--- src/rtl/traffic_light_timed.sv ---
`default_nettype none
// +--------------------------------------------------------------------------+
// | traffic_light_timed: two-street, tick-timed lamp controller with min/max  |
// | green, yellow, all-red clearance; optional walk phase under TLC_PED_EN.   |
// | Revision: 1.0                                                             |
// +--------------------------------------------------------------------------+
module traffic_light_timed #(
  parameter int CNT_W        = 8,
  parameter int GREEN_MIN    = 4,
  parameter int GREEN_MAX    = 12,
  parameter int YELLOW_TICKS = 2,
  parameter int ALLRED_TICKS = 1,
  parameter int PED_TICKS    = 6
) (
  input  logic       clk,
  input  logic       rst,
  input  logic       tick,
  input  logic       TA,
  input  logic       TB,
  input  logic       ped_req,
  output logic [1:0] LA,
  output logic [1:0] LB,
  output logic       ped_walk,
  output logic [2:0] phase
);

  typedef enum logic [2:0] {
    A_GRN  = 3'd0,
    A_YEL  = 3'd1,
    RED_AB = 3'd2,
    B_GRN  = 3'd3,
    B_YEL  = 3'd4,
    RED_BA = 3'd5,
    WALK   = 3'd6
  } state_t;

  localparam logic [1:0]       c_green   = 2'b00;
  localparam logic [1:0]       c_yellow  = 2'b01;
  localparam logic [1:0]       c_red     = 2'b10;
  localparam logic [CNT_W:0]   c_gmin    = (CNT_W+1)'(GREEN_MIN);
  localparam logic [CNT_W:0]   c_gmax    = (CNT_W+1)'(GREEN_MAX);
  localparam logic [CNT_W:0]   c_yel     = (CNT_W+1)'(YELLOW_TICKS);
  localparam logic [CNT_W:0]   c_allred  = (CNT_W+1)'(ALLRED_TICKS);
  localparam logic [CNT_W-1:0] c_cnt_max = '1;

  state_t           r_state;
  state_t           w_next;
  logic [CNT_W-1:0] r_cnt;
  logic [CNT_W:0]   w_e;

  // Elapsed ticks including the current one; one bit wider so it never wraps.
  assign w_e = {1'b0, r_cnt} + (CNT_W+1)'(1);

`ifdef TLC_PED_EN
  localparam logic [CNT_W:0] c_ped = (CNT_W+1)'(PED_TICKS);
  logic r_ped_pend;
  logic r_walk_to_b;
  logic w_enter_walk;

  assign w_enter_walk = (w_next == WALK) && (r_state != WALK);
`else
  logic w_unused;
  assign w_unused = ped_req & (PED_TICKS > 0);
`endif

  always_ff @(posedge clk) begin
    if (rst) begin
      r_state <= A_GRN;
      r_cnt   <= '0;
    end else begin
      r_state <= w_next;
      if (w_next != r_state)
        r_cnt <= '0;
      else if (tick && (r_cnt != c_cnt_max))
        r_cnt <= r_cnt + CNT_W'(1);
    end
  end

`ifdef TLC_PED_EN
  // A request arriving on the very cycle WALK is entered stays pending.
  always_ff @(posedge clk) begin
    if (rst) begin
      r_ped_pend  <= 1'b0;
      r_walk_to_b <= 1'b0;
    end else begin
      r_ped_pend <= (r_ped_pend & ~w_enter_walk) | ped_req;
      if (w_enter_walk)
        r_walk_to_b <= (r_state == RED_AB);
    end
  end
`endif

  always_comb begin
    w_next = r_state;
    if (tick) begin
      case (r_state)
        A_GRN:  if ((w_e >= c_gmin && !TA) || w_e >= c_gmax) w_next = A_YEL;
        A_YEL:  if (w_e == c_yel) w_next = RED_AB;
        RED_AB: if (w_e == c_allred) begin
`ifdef TLC_PED_EN
                  w_next = r_ped_pend ? WALK : B_GRN;
`else
                  w_next = B_GRN;
`endif
                end
        B_GRN:  if ((w_e >= c_gmin && !TB) || w_e >= c_gmax) w_next = B_YEL;
        B_YEL:  if (w_e == c_yel) w_next = RED_BA;
        RED_BA: if (w_e == c_allred) begin
`ifdef TLC_PED_EN
                  w_next = r_ped_pend ? WALK : A_GRN;
`else
                  w_next = A_GRN;
`endif
                end
`ifdef TLC_PED_EN
        WALK:   if (w_e == c_ped) w_next = r_walk_to_b ? B_GRN : A_GRN;
`endif
        default: w_next = A_GRN;
      endcase
    end
  end

  always_comb begin
    LA       = c_red;
    LB       = c_red;
    ped_walk = 1'b0;
    phase    = r_state;
    case (r_state)
      A_GRN: LA = c_green;
      A_YEL: LA = c_yellow;
      B_GRN: LB = c_green;
      B_YEL: LB = c_yellow;
`ifdef TLC_PED_EN
      WALK:  ped_walk = 1'b1;
`endif
      default: ;
    endcase
  end

endmodule
`default_nettype wire
--- config.mk ---
export PLATFORM = sky130hd
export DESIGN_NAME = traffic_light_timed
export DESIGN_NICKNAME = d
export VERILOG_FILES = /design/src/rtl/traffic_light_timed.sv
export SDC_FILE = /design/constraint.sdc
export NUM_CORES = 1
export LEC_CHECK = 0
export ABC_AREA = 1
export ABC_CLOCK_PERIOD_IN_PS = 5400
export CAP_MARGIN = 10
export CELL_PAD_IN_SITES_DETAIL_PLACEMENT = 2
export CELL_PAD_IN_SITES_GLOBAL_PLACEMENT = 2
export CORE_ASPECT_RATIO = 1.75
export CORE_UTILIZATION = 29
export CTS_CLUSTER_DIAMETER = 200
export CTS_CLUSTER_SIZE = 20
export DETAILED_ROUTE_END_ITERATION = 16
export PLACE_DENSITY_LB_ADDON = 0.1
export SYNTH_ARGS = -nofsm -noshare
export SYNTH_HDL_FRONTEND = slang
export SYNTH_SLANG_ARGS = --single-unit
--- constraint.sdc ---
create_clock -name clk -period 5.4 [get_ports clk]
set_input_delay 1.35 -clock clk [delete_from_list [all_inputs] [get_ports clk]]
set_output_delay 1.35 -clock clk [all_outputs]
set_load 0.02 [all_outputs]
==> out/summary.txt <==
Critical Path AT: 1.87 ns
Synth cell types: 22
r2r startpoint: r_cnt[0]$_SDFFE_PP0P_
drt via density: 4.76
share of layout cells above drive strength 1: 7.56%
# nets final: 182
TritonCTS clock tree: yes
Fin. Hold Viols: 0
crit share post-route: 59.7%
Area Growth Syn to Fin: 21.0%
Critical Path Max Stage Delay: 0.68 ns
crit-path cells: inv_1 -> nor3_1 -> clkdlybuf4s50_1
Peak VDD IR: 0.000126 V
WS Path Type: reg -> out
required time of the critical path: 4.05 ns
fin area: 1110 µm²
final core area utilization: 37.6%
setup TNS: 0 ns
CP max FO: 6
max_cap viols: 0
row count: 26
CTS resizes: 0
total number of H-tree levels: 1
Pre-antenna DRT Iters: 3
top cells by area, synth: dfxtp_1 (24%), nand2_1 (22%), inv_1 (10%), nor2_1 (8.6%), nand3_1 (6.5%)
Clk Latency, worst-skew pair: 0.24 ns
Die Wd: 44.6 µm
Final ANT Viol Nets: 0
Reg clk slew, reported paths: 0.05 ns
wire length per cell: 14.2 µm
cell area after synthesis: 920 µm²
status: completed
Avg Inst Size Synth: 5.78 µm²
hold_sp: phase[2]$_SDFF_PP0_
CTS max path bufs: 2
vias in the first global route: 1132
Worst setup EP type: primary output
Setup-failing EPs final: 0
post-route minimum period: 3.22 ns
DP Area: 1070 µm²
fill count: 391
Sink Count: 11
Hold-fix buffers, CTS: 0
GRT Overall Usage: 20.8%
HP Class: reg -> reg
commonest non-fill, non-tap cell in the layout: nand2_1
Initial DRC Count: 9
CTS buffer count: 3
pre-CTS WS: 2.44 ns
root buf cell: clkbuf_8
initial antenna violation count: 0
FF+latch count, synth: 11
hold_ws: 0.555 ns
HPWL Detailed: 2.52 mm
Pwr Density: 257 nW/µm²
Post-Syn Nets: 168
PortBufs: 11
critical path's top delay family: buffers and inverters
Placeable Area: 2960 µm²
RSZ-0062 raised after global routing: no
Die Height: 76.5 µm
Pwr Total: 0.286 mW
# IOs: 14
worst setup path startpoint: phase[0]$_SDFF_PP0_
post-CTS setup buffers: 0
cell count after synthesis: 159
DRC: 0
first-pass GRT wire length: 5.32 mm
Register Area: 220 µm²
final std cells w/o fill: 214
max-slew violation count: 0
Synth area leader: dfxtp_1
Synth Warn #: 0
CP max-delay cell: clkdlybuf4s50_1
GR Overflow Total: 0
Initial Util: 31.1%
most frequent cells in the layout: nand2_1 (55), inv_1 (25), nor2_1 (21)
CP Buf/Inv Count: 2
post-synthesis sequential area ratio: 23.9%
GPL Wtd Cong: 0.743
fin worst setup slack: 2.18 ns
Antenna Diode Count: 0
die footprint: 3410 µm²
WL final: 3.04 mm
area share of the largest cell type after synthesis: 23.9%
post-route clock skew: 0.000317 ns
placed cells: 210
Lkg Pwr: 0.519 nW
via count: 1018
largest net degree at the start of global routing: 11
Max Clk Rate: 0.310 GHz
CP Launch Type: flop
multi-input logic area: 591 µm²
[flip-flops by register name (all words and copies together), names as in the netlist]
| register | cells |
|---|---|
| r_cnt | 8 |
| phase | 3 |
[per-layer routing]
| metal | track usage (%) | share of wire (%) | vias to the layer above |
|---|---|---|---|
| met4 | 4.55 | 0.95 | 0 |
| li1 | - | - | 511 |
| met1 | 20.2 | 35 | 492 |
| met5 | 0 | 0 | - |
| met2 | 42.4 | 63 | 11 |
| met3 | 2.37 | 1.9 | 4 |
[cell type report]
type	count	area share (%)
Sequential cell	11	19.8
Tap cell	42	4.72
Clock buffer	4	4.05
Inverter	25	8.44
Multi-Input combinational cell	121	53.1
Timing Repair Buffer	11	9.90
[final timing paths]
path	to	slack, ns	depth (start not counted)
worst max register to register	r_cnt[4]$_SDFFE_PP0P_	2.96	13
worst min-delay path	phase[2]$_SDFF_PP0_	0.55	2
worst min register to register	phase[2]$_SDFF_PP0_	0.55	2
worst max-delay path	LA[0]	2.18	3
[synthesized netlist by cell type (all sizes together)]
cell type  instances
xnor2              1
dfxtp             11
ha                 3
nor2              25
inv               25
buf                2
o21ai             10
xor2               1
conb               1
nand3b             1
nand3             15
a21oi              3
nor3               3
nand2             56
nand4              2
[tightest hold or removal path: stages, from the launching register on]
cell     delay [ns]
dfxtp_1        0.35
nand2_1        0.09
a21oi_1        0.06
[cells by family after synthesis]
family / Yosys count / synth area share, %
buf+inv: 27 / 11.8
compound gates: 13 / 7.07
simple gates: 102 / 50.8
other cells: 1 / 0.408
fa+ha+maj: 3 / 4.08
flops: 11 / 23.9
xor+xnor: 2 / 1.91
[power by group]
group | internal, mW | total, mW | switching [mW]
sequential | 0.0891 | 0.100 | 0.0114
combinational | 0.0346 | 0.0982 | 0.0636
clock | 0.0521 | 0.0870 | 0.0349
Note: power is estimated with default switching activity, not from simulation.
